--- src/rtl/incdec_arbiter_pkg.sv ---
// ----------------------------------------------------------------------------
// incdec_arbiter_pkg : shared opcodes, FSM encoding and defaults
// Rev 1.0
// ----------------------------------------------------------------------------
`default_nettype none

package incdec_arbiter_pkg;

  localparam logic OP_DEC = 1'b0;
  localparam logic OP_INC = 1'b1;

  localparam int DEFAULT_WIDTH = 8;

  typedef enum logic [1:0] {
    ST_IDLE = 2'd0,
    ST_EXEC = 2'd1,
    ST_RESP = 2'd2
  } state_e;

endpackage

`default_nettype wire

--- src/rtl/Incre_Decre.sv ---
// ----------------------------------------------------------------------------
// Incre_Decre : combinational increment (sel=1) / decrement (sel=0), modulo 2^WIDTH
// Rev 1.0
// ----------------------------------------------------------------------------
`default_nettype none

module Incre_Decre #(
  parameter int WIDTH = 8
) (
  input  logic [WIDTH-1:0] i_a,
  input  logic             i_sel,
  output logic [WIDTH-1:0] o_y
);

  assign o_y = i_sel ? (i_a + WIDTH'(1)) : (i_a - WIDTH'(1));

endmodule

`default_nettype wire

--- src/rtl/rr_arbiter.sv ---
// ----------------------------------------------------------------------------
// rr_arbiter : combinational round-robin pick, first request at or above i_ptr
// Rev 1.0
// ----------------------------------------------------------------------------
`default_nettype none

module rr_arbiter #(
  parameter int NREQ = 4,
  parameter int IDW  = 2
) (
  input  logic [NREQ-1:0] i_req,
  input  logic [IDW-1:0]  i_ptr,
  output logic [NREQ-1:0] o_grant,
  output logic [IDW-1:0]  o_idx,
  output logic            o_any
);

  logic [NREQ-1:0] w_rot;
  int              w_off;
  int              w_pos;

  // Rotate so that bit 0 is the requester at i_ptr; the lowest set bit wins.
  assign w_rot = NREQ'({i_req, i_req} >> i_ptr);

  always_comb begin
    w_off = 0;
    o_any = 1'b0;
    for (int k = NREQ - 1; k >= 0; k--) begin
      if (w_rot[k]) begin
        w_off = k;
        o_any = 1'b1;
      end
    end
    w_pos = int'(i_ptr) + w_off;
    if (w_pos >= NREQ) begin
      w_pos = w_pos - NREQ;
    end
    o_idx   = IDW'(w_pos);
    o_grant = '0;
    for (int k = 0; k < NREQ; k++) begin
      o_grant[k] = o_any && (o_idx == IDW'(k));
    end
  end

endmodule

`default_nettype wire

--- src/rtl/incdec_arbiter.sv ---
// ----------------------------------------------------------------------------
// incdec_arbiter : round-robin sharing of one Incre_Decre unit among NREQ clients
// Rev 1.0
// ----------------------------------------------------------------------------
`default_nettype none

module incdec_arbiter
  import incdec_arbiter_pkg::*;
#(
  parameter int NREQ  = 4,
  parameter int WIDTH = DEFAULT_WIDTH,
  parameter int IDW   = 2
) (
  input  logic                  clk,
  input  logic                  rst_n,
  input  logic [NREQ-1:0]       i_req_valid,
  output logic [NREQ-1:0]       o_req_ready,
  input  logic [NREQ*WIDTH-1:0] i_req_a,
  input  logic [NREQ-1:0]       i_req_sel,
  output logic                  o_rsp_valid,
  input  logic                  i_rsp_ready,
  output logic [WIDTH-1:0]      o_rsp_data,
  output logic [IDW-1:0]        o_rsp_id,
  output logic                  o_rsp_wrap
);

  state_e           r_state;
  state_e           w_state_nxt;
  logic [IDW-1:0]   r_rr_ptr;
  logic [WIDTH-1:0] r_op_a;
  logic             r_op_sel;
  logic [IDW-1:0]   r_op_id;
  logic             r_rsp_valid;
  logic [WIDTH-1:0] r_rsp_data;
  logic [IDW-1:0]   r_rsp_id;
  logic             r_rsp_wrap;

  logic [NREQ-1:0]  w_grant;
  logic [IDW-1:0]   w_gnt_idx;
  logic             w_gnt_any;
  logic [NREQ-1:0]  w_req_ready;
  logic             w_capture;
  logic [WIDTH-1:0] w_sel_a;
  logic [WIDTH-1:0] w_idec_y;
  logic             w_wrap;
  logic [IDW-1:0]   w_ptr_nxt;

  rr_arbiter #(
    .NREQ (NREQ),
    .IDW  (IDW)
  ) u_rr_arbiter (
    .i_req   (i_req_valid),
    .i_ptr   (r_rr_ptr),
    .o_grant (w_grant),
    .o_idx   (w_gnt_idx),
    .o_any   (w_gnt_any)
  );

  Incre_Decre #(
    .WIDTH (WIDTH)
  ) u_incre_decre (
    .i_a   (r_op_a),
    .i_sel (r_op_sel),
    .o_y   (w_idec_y)
  );

  assign w_sel_a   = i_req_a[int'(w_gnt_idx)*WIDTH +: WIDTH];
  assign w_wrap    = (r_op_sel == OP_INC) ? (&r_op_a) : ~(|r_op_a);
  assign w_ptr_nxt = (r_op_id == IDW'(NREQ - 1)) ? '0 : (r_op_id + IDW'(1));

  always_comb begin
    w_state_nxt = r_state;
    w_req_ready = '0;
    w_capture   = 1'b0;
    case (r_state)
      ST_IDLE: begin
        if (w_gnt_any) begin
          w_req_ready = w_grant;
          w_capture   = 1'b1;
          w_state_nxt = ST_EXEC;
        end
      end
      ST_EXEC: begin
        w_state_nxt = ST_RESP;
      end
      ST_RESP: begin
        if (i_rsp_ready) begin
          w_state_nxt = ST_IDLE;
        end
      end
      default: begin
        w_state_nxt = ST_IDLE;
      end
    endcase
  end

  always_ff @(posedge clk or negedge rst_n) begin
    if (!rst_n) begin
      r_state <= ST_IDLE;
    end else begin
      r_state <= w_state_nxt;
    end
  end

  always_ff @(posedge clk or negedge rst_n) begin
    if (!rst_n) begin
      r_rr_ptr    <= '0;
      r_op_a      <= '0;
      r_op_sel    <= OP_DEC;
      r_op_id     <= '0;
      r_rsp_valid <= 1'b0;
      r_rsp_data  <= '0;
      r_rsp_id    <= '0;
      r_rsp_wrap  <= 1'b0;
    end else begin
      if (w_capture) begin
        r_op_a   <= w_sel_a;
        r_op_sel <= i_req_sel[w_gnt_idx];
        r_op_id  <= w_gnt_idx;
      end
      if (r_state == ST_EXEC) begin
        r_rsp_data  <= w_idec_y;
        r_rsp_wrap  <= w_wrap;
        r_rsp_id    <= r_op_id;
        r_rsp_valid <= 1'b1;
        r_rr_ptr    <= w_ptr_nxt;
      end else if ((r_state == ST_RESP) && i_rsp_ready) begin
        r_rsp_valid <= 1'b0;
      end
    end
  end

  // Suppress grants while reset is held, since IDLE is combinationally live then.
  assign o_req_ready = w_req_ready & {NREQ{rst_n}};
  assign o_rsp_valid = r_rsp_valid;
  assign o_rsp_data  = r_rsp_data;
  assign o_rsp_id    = r_rsp_id;
  assign o_rsp_wrap  = r_rsp_wrap;

endmodule

`default_nettype wire

--- config.mk ---
export PLATFORM = sky130hd
export DESIGN_NAME = incdec_arbiter
export DESIGN_NICKNAME = d
export VERILOG_FILES = /design/src/rtl/incdec_arbiter_pkg.sv /design/src/rtl/Incre_Decre.sv /design/src/rtl/rr_arbiter.sv /design/src/rtl/incdec_arbiter.sv
export SDC_FILE = /design/constraint.sdc
export NUM_CORES = 1
export LEC_CHECK = 0
export CORE_MARGIN = 2
export CORE_UTILIZATION = 50
export DETAILED_ROUTE_END_ITERATION = 8
export MAX_ROUTING_LAYER = met4
export PLACE_DENSITY = 0.95
export SYNTH_ARGS = -nofsm -noshare
export SYNTH_HDL_FRONTEND = slang
export SYNTH_SLANG_ARGS = --single-unit
--- constraint.sdc ---
create_clock -name clk -period 4.3 [get_ports clk]
set_input_delay 0.645 -clock clk [delete_from_list [all_inputs] [get_ports clk]]
set_output_delay 0.645 -clock clk [all_outputs]
set_load 0.05 [all_outputs]
==> run summary, run 1 <==
Outcome -> finished clean
PwrDens -> 855 mW/mm^2
Final WL -> 4.16 mm
Synth cell count leaders -> dfrtp_1, nand2_1, mux2i_1
1st-iter DRT viols -> 68
Async S/R FF share, synth -> 100%
ANT nets after route -> 0
Max-slew headroom -> 50.9%
Full die area -> 0.00426 sq mm
Worst-path clk slew -> 90 ps
First-pass GRT wire length -> 7.14 mm
Worst-path maximum fanout -> 10
Clk_lat worst skew -> 270 ps
Ant. Diodes -> 0
Final Max Tran Viols -> 0
Synth unique cells -> 40
Part of the Yosys area used for sequential elements -> 36.0%
Die height -> 65.3 microns
Setup TNS -> 0 ps
Worst Hold End -> o_rsp_wrap
DIE WIDTH -> 65.3 microns
Share of layout cells above drive strength 1 -> 6.90%
Via density -> 5.68
Gr ovfl total -> 0
Ys Warns -> 0
Core Region -> 0.00363 sq mm
Critical path data required time -> 3650 ps
Top-area cell type share of the netlist area -> 36.0%
Synthesis-stage register bit count -> 27
Mapped Area -> 0.00188 sq mm
Vias -> 1,754
Final setup violation count -> 0
Area leader, netlist -> dfrtp_1
TritonCTS Buffers -> 3
RSZ-0062 raised after global routing -> false
PortBufs -> 58
Hold Crit Depth -> 2
CTS tree -> done
Top Ports -> 59
Kind of critical path -> in2out
Worst hold start -> o_rsp_wrap
Clk Tree Root Cell -> clkbuf_8
Clock skew -> 3.26 ps
Worst setup EP type -> output pin
VDD IR-drop max -> 0.608 mV
Initial Util -> 51.7%
Top cells by area, synth -> dfrtp_1, mux2i_1, nand2_1
H-tree levels -> 1
Hold-fix buffers, CTS -> 0
Maximum buffer depth of the clock tree -> 2
Post-synth top flop -> dfrtp_1
Sink Count -> 27
Slew @ Worst Pin -> 737 ps
Vias in the first global route -> 1,673
Final HPWL DP -> 3.30 mm
R2R Path End -> r_op_a[3]
FMAX -> 0.254 GHz
Largest net degree at the start of global routing -> 32
DR pass1 iterations -> 4
Row count -> 22
CP startpoint kind -> primary input
Fillers -> 287
GP Congestion -> 0.839
Final Cycle Share -> 91.5%
Crit path DAT -> 3290 ps
Total track usage -> 21.6%
Post-CTS Setup Repair Bufs -> 0
Routed wire per std cell -> 13.5 microns
DRC -> 0
HP Class -> reg2reg
Final hold vios -> 0
Worst R2R Path Depth -> 10
Syn-to-layout area delta -> 36.4%
Hold Slack -> 486 ps
Post-Syn Instances -> 207
Syn_nets -> 259
Reg-to-reg startpoint -> r_rr_ptr[1]
Initial antenna violation count -> 0
Final min period -> 3940 ps
Mean Syn Cell Area -> 9.08 sq um
Max-cap violations -> 0
Nets -> 314
Post_cts resized -> 0
Number of synthesized flops with an enable pin -> 0
FF-to-FF setup slack -> 1720 ps
Pleak -> 0.00111 uW
-- metrics by stage --
step / worst slack [ps] / power [uW] / cell area (sq um) / instances / util [%]
global placement: 454 / 1960 / 2510 / 305 / 69.2
detailed placement: 351 / 2040 / 2510 / 305 / 69.2
floorplan: 254 / 1700 / 1880 / 207 / -
global route: 119 / 2350 / 2560 / 309 / 70.6
CTS: 347 / 2190 / 2560 / 309 / 70.6
finish: 364 / 2190 / 2560 / 309 / 70.6
-- where the power goes --
part	switching [uW]	leakage [uW]	internal (uW)
Combinational	862	0.000760	666
Clock	80.8	0.0000217	65.8
Sequential	133	0.000332	383
Total	1080	0.00111	1120
-- how the worst max path moves through the flow --
| stage | from | to | slack [ps] | cells past startpoint |
|---|---|---|---|---|
| 2_1_floorplan | i_req_valid[0] | o_req_ready[0] | 250 | 12 |
| 3_3_place_gp | i_req_valid[0] | o_req_ready[0] | 450 | 11 |
| 3_5_place_dp | i_req_valid[0] | o_req_ready[0] | 350 | 11 |
| 4_1_cts | i_req_valid[0] | o_req_ready[0] | 350 | 11 |
| 5_1_grt | i_req_valid[0] | o_req_ready[0] | 120 | 11 |
| 6_report | i_req_valid[0] | o_req_ready[0] | 360 | 11 |
-- logic make-up after synthesis --
group	count (synthesis)	synth area share (%)
simple gates	85	23.6
compound gates	44	16.5
fa+ha+maj	9	6.39
xor+xnor	5	2.33
flops	27	36.0
mux	18	9.59
buf+inv	19	5.59
-- flip-flops by register name, summed over array words and instances, names as in the netlist --
name,cells
o_rsp_data,8
o_rsp_id,2
o_rsp_valid,1
o_rsp_wrap,1
r_op_a,8
r_op_id,2
r_op_sel,1
r_rr_ptr,2
r_state,2
-- layout make-up --
type,instances,area [sq um],share of cell area (%)
tap,48,60.1,2.34
sequential,27,676,26.4
multi-input combinational,161,1100,42.9
clock inverter,1,7.51,0.293
inverter,6,22.5,0.878
clock buffer,3,41.3,1.61
timing repair buffer,63,658,25.7
-- per-layer routing --
layer  part of all wire (%)  vias to the layer above  track usage [%]
met5                      0                        -                -
met3                    5.6                        5             1.54
met4                   0.89                        0             6.51
met1                     43                      805             26.4
li1                       -                      876                -
met2                     50                       68             38.3
-- layout by cell type, fill, tap and decap left out, types with 2 or more instances in the layout --
master,netlist,final
a21o_1,3,3
a21oi_1,8,8
a221o_1,9,9
a31oi_1,2,2
and3b_1,2,2
buf_12,0,4
buf_4,0,5
clkbuf_8,0,3
clkdlybuf4s50_1,0,54
dfrtp_1,27,27
ha_1,8,8
inv_1,6,6
mux2i_1,18,18
nand2_1,27,27
nand2b_1,3,3
nand3_1,4,4
nor2_1,14,14
nor2b_1,3,3
nor3_1,5,5
nor3b_1,5,5
nor4_1,11,11
o21ai_0,12,12
o21ai_1,2,2
or3_1,3,3
or4_1,2,2
xnor2_1,5,5
-- worst max-delay path: stages --
cell	delay [ps]
clkdlybuf4s50_1	540
inv_1	110
o21ai_0	170
a21oi_1	90
o31a_1	290
ha_1	200
xnor2_1	210
and4_4	320
or2_1	190
nor3b_1	350
buf_12	190
(Power assumes the default switching activity.)
==> run 2, diff against run 1 <==
--- a/config.mk
+++ b/config.mk
@@ -8,6 +8,6 @@
 export CORE_MARGIN = 2
-export CORE_UTILIZATION = 50
+export CORE_UTILIZATION = 43
 export DETAILED_ROUTE_END_ITERATION = 8
 export MAX_ROUTING_LAYER = met4
-export PLACE_DENSITY = 0.95
+export PLACE_DENSITY = 0.87
 export SYNTH_ARGS = -nofsm -noshare
--- a/constraint.sdc
+++ b/constraint.sdc
@@ -3,2 +3,2 @@
 set_output_delay 0.645 -clock clk [all_outputs]
-set_load 0.05 [all_outputs]
+set_load 0.1 [all_outputs]
==> run 2 against run 1 <==
Cell area up 0.49%. Non-clock buffer count unchanged. Global-route usage down 3.8 points. Die area up 15%. Hold slack worse by 2.7 ps. Largest cell class unchanged.
==> run summary, run 2 (synthesis gave the netlist of run 1 again) <==
Vias in the first global route -> 1,633 (was 1,673)
H-tree levels -> 1 (unchanged)
Core Region -> 0.00429 sq mm (was 0.00363 sq mm)
Via density -> 5.42 (was 5.68)
DIE WIDTH -> 70.1 microns (was 65.3 microns)
Hold-fix buffers, CTS -> 0 (unchanged)
Placed Cells -> 309 (was 305)
Gr ovfl total -> 0 (unchanged)
Largest net degree at the start of global routing -> 32 (unchanged)
Cell family with most CP delay -> buffers and inverters (was simple AND/OR/NAND/NOR gates)
Fillers -> 385 (was 287)
TritonCTS Buffers -> 3 (unchanged)
Kind of critical path -> in2out (unchanged)
Sum of buffers and inverters on the critical path -> 3 (unchanged)
Full die area -> 0.00492 sq mm (was 0.00426 sq mm)
Final HPWL DP -> 3.19 mm (was 3.30 mm)
Met2 WL -> 1.91 mm (was 2.10 mm)
Most frequent cells in the layout -> clkdlybuf4s50_1, nand2_1, dfrtp_1, mux2i_1, nor2_1 (unchanged)
Crit-path max cell delay -> 540 ps (about the same)
CTS tree -> done (unchanged)
Worst Hold End -> o_rsp_id[0] (was o_rsp_wrap)
Critical path data required time -> 3650 ps (about the same)
Clk Tree Root Cell -> clkbuf_8 (unchanged)
Die height -> 70.1 microns (was 65.3 microns)
Final Max Tran Viols -> 0 (unchanged)
ANT nets after route -> 0 (unchanged)
Final Cycle Share -> 91.6% (was 91.5%)
R2R Path End -> r_op_a[5] (was r_op_a[3])
GP Congestion -> 0.863 (was 0.839)
Clock skew -> 7.21 ps (was 3.26 ps)
Row count -> 24 (was 22)
Sink Count -> 27 (unchanged)
Total track usage -> 17.7% (was 21.6%)
DR pass1 iterations -> 4 (unchanged)
Met1 WL -> 1.84 mm (was 1.79 mm)
Nets -> 314 (unchanged)
DRC -> 0 (unchanged)
Share of layout cells above drive strength 1 -> 7.66% (was 6.90%)
DR top layer -> met4 (unchanged)
Worst setup EP type -> output pin (unchanged)
Final setup violation count -> 0 (unchanged)
Crit path DAT -> 3290 ps (about the same)
1st-iter DRT viols -> 92 (was 68)
Initial Util -> 43.8% (was 51.7%)
Worst R2R Path Depth -> 9 (was 10)
FMAX -> 0.254 GHz (about the same)
Max-slew headroom -> 35.7% (was 50.9%)
Ant. Diodes -> 0 (unchanged)
Hold Crit Depth -> 2 (unchanged)
CP max stage cell -> clkdlybuf4s50_1 (unchanged)
Reg-to-reg startpoint -> r_rr_ptr[1] (unchanged)
Final min period -> 3940 ps (about the same)
FF-to-FF setup slack -> 1730 ps (was 1720 ps)
Vias -> 1,698 (was 1,754)
Worst-path clk slew -> 90 ps (about the same)
Routed length on met3 -> 216 microns (was 235 microns)
Final WL -> 4.01 mm (was 4.16 mm)
Slew @ Worst Pin -> 962 ps (was 737 ps)
CP startpoint kind -> primary input (unchanged)
Top Ports -> 59 (unchanged)
Clk_lat worst skew -> 280 ps (was 270 ps)
Max-cap violations -> 0 (unchanged)
Non-Filler Instances -> 313 (was 309)
Routed wire per std cell -> 12.8 microns (was 13.5 microns)
Most common cell after layout, fill and taps aside -> clkdlybuf4s50_1 (unchanged)
Setup TNS -> 0 ps (unchanged)
Post-CTS Setup Repair Bufs -> 0 (unchanged)
Outcome -> finished clean (unchanged)
HP Class -> reg2reg (unchanged)
RSZ-0062 raised after global routing -> false (unchanged)
Syn-to-layout area delta -> 37.1% (was 36.4%)
Worst hold start -> o_rsp_id[0] (was o_rsp_wrap)
Maximum buffer depth of the clock tree -> 2 (unchanged)
First-pass GRT wire length -> 7.00 mm (was 7.14 mm)
Post_cts resized -> 0 (unchanged)
Worst-path maximum fanout -> 10 (unchanged)
PortBufs -> 58 (unchanged)
Crit path cell chain -> clkdlybuf4s50_1, inv_1, o21ai_0, a21oi_1, o31a_1, ha_1, xnor2_1, and4_4, or2_1, nor3b_2, buf_12 (was clkdlybuf4s50_1, inv_1, o21ai_0, a21oi_1, o31a_1, ha_1, xnor2_1, and4_4, or2_1, nor3b_1, buf_12)
Final hold vios -> 0 (unchanged)
Initial antenna violation count -> 0 (unchanged)
==> run 2: cell count changes in the layout (fill, tap and decap cells not counted) <==
cell        change
nor3_1          -1
clkinv_2        +1
nor3b_2         +1
nor3b_1         -1
clkinvlp_4      -1
nor3_2          +1
==> run 2: area by class of cell <==
type                       count  area [sq um]  share of cell area, %
sequential                    27           676                   26.2
clock buffer                   3          41.3                   1.60
clock inverter                 1          5.00                  0.194
timing repair buffer          63           658                   25.5
inverter                       6          22.5                  0.874
multi-input combinational    161          1110                   43.0
tap                           52          65.1                   2.53
==> run 2: worst max-delay path by stage <==
stage	from	end	slack (ps)	cells past startpoint
final	i_req_valid[0]	o_req_ready[0]	360	11
after global routing	i_req_valid[0]	o_req_ready[0]	160	11
after CTS	i_req_valid[0]	o_req_ready[0]	370	11
after detailed placement	i_req_valid[0]	o_req_ready[0]	370	11
after global placement	i_req_valid[0]	o_req_ready[0]	480	11
after floorplan	i_req_valid[0]	o_req_ready[1]	50	12
==> run 2: stage by stage <==
step / cell area [sq um] / hold WS (ps) / worst slack [ps] / util [%]
global route: 2580 / 534 / 156 / 60.0
CTS: 2580 / 493 / 365 / 60.0
global placement: 2530 / 458 / 485 / 58.9
detailed placement: 2530 / 472 / 373 / 58.9
finish: 2580 / 484 / 361 / 60.0
floorplan: 1890 / 349 / 46.6 / -
==> run 2: worst reg2reg max path, delay by kind of cell (launching register included) <==
| kind | cells | cell delay [ps] |
|---|---|---|
| DFF | 1 | 530 |
| AOI/OAI and AO/OA | 4 | 910 |
| adders and majority gates | 1 | 190 |
| xor gates and xnor gates | 1 | 160 |
| and+or+nand+nor | 2 | 480 |
| buffers and inverters | 1 | 190 |
==> run 2: routing by layer <==
layer	GRT usage, %	vias to the layer above
li1	-	871
met3	1.01	5
met1	23.1	753
met2	28.4	69
met4	8.55	0
met5	-	-
Power of run 2 is not shown: default switching activity piles up to over one toggle a cycle in this logic, so the estimate is an artifact.
==> run 3, diff against run 2 <==
- TNS_END_PERCENT: not set -> 1
==> run 3 against run 2 <==
Hold slack worse by 6.4 ps. Routed wire length rose by 0.27%. Critical path depth did not move. Cell count unchanged. Sequential share of layout area increased by 0.051 points. Core utilization fell by 0.12 points. Global-route usage decreased by 0.53 points. Cell area fell by 0.19%. Via count shrank 0.41%. First-iteration DRC count is 3.3% lower. Critical path type unchanged. Critical endpoint unchanged.
==> run summary, run 3 (synthesis gave the netlist of run 1 again) <==
Outcome -> finished clean (unchanged)
Post_cts resized -> 0 (unchanged)
Vias in the first global route -> 1,572 (was 1,633)
CTS tree -> done (unchanged)
Largest net degree at the start of global routing -> 32 (unchanged)
ANT nets after route -> 0 (unchanged)
Clk Tree Root Cell -> clkbuf_8 (unchanged)
Sum of buffers and inverters on the critical path -> 3 (unchanged)
Row count -> 24 (unchanged)
CP max stage cell -> clkdlybuf4s50_1 (unchanged)
Gr ovfl total -> 0 (unchanged)
Worst setup EP type -> output pin (unchanged)
Crit path cell chain -> clkdlybuf4s50_1, inv_1, o21ai_0, a21oi_1, o31a_1, ha_1, xnor2_1, and4_4, or2_1, nor3b_2, buf_12 (unchanged)
Routed length on met3 -> 193 microns (was 216 microns)
Multi-input gate area -> 0.00110 sq mm (was 0.00111 sq mm)
Met2 WL -> 1.92 mm (was 1.91 mm)
Most common cell after layout, fill and taps aside -> clkdlybuf4s50_1 (unchanged)
Sequential Area -> 676 sq um (unchanged)
Initial antenna violation count -> 0 (unchanged)
Routed wire per std cell -> 12.9 microns (was 12.8 microns)
Maximum buffer depth of the clock tree -> 2 (unchanged)
Cell family with most CP delay -> buffers and inverters (unchanged)
Sink Count -> 27 (unchanged)
Stages on worst setup path -> 11 (unchanged)
Die height -> 70.1 microns (unchanged)
Hold-fix buffers, CTS -> 0 (unchanged)
DIE WIDTH -> 70.1 microns (unchanged)
Crit-path max cell delay -> 540 ps (about the same)
Met1 WL -> 1.85 mm (was 1.84 mm)
Final Max Tran Viols -> 0 (unchanged)
Cell Area, Placed -> 0.00252 sq mm (was 0.00253 sq mm)
DR top layer -> met4 (unchanged)
Core Region -> 0.00429 sq mm (unchanged)
Via density -> 5.40 (was 5.42)
Share of layout cells above drive strength 1 -> 7.28% (was 7.66%)
Initial Util -> 43.8% (unchanged)
Ant. Diodes -> 0 (unchanged)
Full die area -> 0.00492 sq mm (unchanged)
Top Ports -> 59 (unchanged)
Nets -> 314 (unchanged)
Worst-path clk slew -> 90 ps (about the same)
Final Cycle Share -> 91.1% (was 91.6%)
First-pass GRT wire length -> 6.86 mm (was 7.00 mm)
Slew @ Worst Pin -> 965 ps (was 962 ps)
Final worst slack -> 381 ps (was 361 ps)
Most frequent cells in the layout -> clkdlybuf4s50_1, nand2_1, dfrtp_1, mux2i_1, nor2_1 (unchanged)
DRC -> 0 (unchanged)
FMAX -> 0.255 GHz (was 0.254 GHz)
Final setup violation count -> 0 (unchanged)
1st-iter DRT viols -> 89 (was 92)
PortBufs -> 58 (unchanged)
Placed Cells -> 309 (unchanged)
Vias -> 1,691 (was 1,698)
Crit path DAT -> 3270 ps (was 3290 ps)
Post-Place Setup Slack -> 389 ps (was 373 ps)
Non-Filler Instances -> 313 (unchanged)
GP Congestion -> 0.843 (was 0.863)
Design Area, Final -> 0.00257 sq mm (was 0.00258 sq mm)
Final WL -> 4.03 mm (was 4.01 mm)
Kind of critical path -> in2out (unchanged)
HP Class -> reg2reg (unchanged)
Syn-to-layout area delta -> 36.8% (was 37.1%)
Final hold vios -> 0 (unchanged)
Max-cap violations -> 0 (unchanged)
Critical path data required time -> 3650 ps (about the same)
Final min period -> 3920 ps (was 3940 ps)
CP startpoint kind -> primary input (unchanged)
Worst-path maximum fanout -> 10 (unchanged)
Clk_lat worst skew -> 270 ps (was 280 ps)
Worst R2R Path Depth -> 8 (was 9)
Hold Crit Depth -> 2 (unchanged)
TritonCTS Buffers -> 3 (unchanged)
DR pass1 iterations -> 4 (unchanged)
H-tree levels -> 1 (unchanged)
Fillers -> 377 (was 385)
Post-CTS Setup Repair Bufs -> 0 (unchanged)
Final HPWL DP -> 3.17 mm (was 3.19 mm)
RSZ-0062 raised after global routing -> false (unchanged)
Max-slew headroom -> 35.5% (was 35.7%)
Setup TNS -> 0 ps (unchanged)
Clock skew -> 3.63 ps (was 7.21 ps)
Total track usage -> 17.2% (was 17.7%)
## run 3: cell counts in the layout (fill, tap and decap cells not counted)
No cell type changed its count.
## run 3: cell type report
class,instances,area share [%]
clock inverters,1,0.195
inverters,6,0.876
well taps,52,2.53
flip-flops and latches,27,26.3
repair buffers,63,25.6
multi-input cells,161,42.9
clock buffers,3,1.61
## run 3: routing by layer
metal	GRT usage, %	vias to the layer above
met5	-	-
met4	7.48	0
met3	1.01	6
met2	26.5	62
met1	23.7	757
li1	-	866
## run 3: path summary, 6_finish.rpt
| kind | from | to | slack, ps |
|---|---|---|---|
| max | i_req_valid[0] | o_req_ready[0] | 380 |
| min | o_rsp_id[0] | o_rsp_id[0] | 480 |
| max reg2reg | r_rr_ptr[1] | r_op_a[0] | 1740 |
| min reg2reg | o_rsp_id[0] | o_rsp_id[0] | 480 |
| max in group asynchronous | rst_n | r_op_a[6] | 3290 |
| min in group asynchronous | rst_n | o_rsp_valid | 750 |
## run 3: tightest hold or removal path, stage by stage, from the launching register on
cell and delay, ps:
dfrtp_1 350, nand2_1 50, nand2_1 50
## run 3: through the flow
stage | hold WS, ps | util, %
after detailed placement | 463 | 58.8
after global placement | 458 | 58.8
after floorplan | 349 | -
final | 477 | 59.9
after CTS | 485 | 59.9
after global routing | 525 | 59.9
Power of run 3 is left out for the same reason.
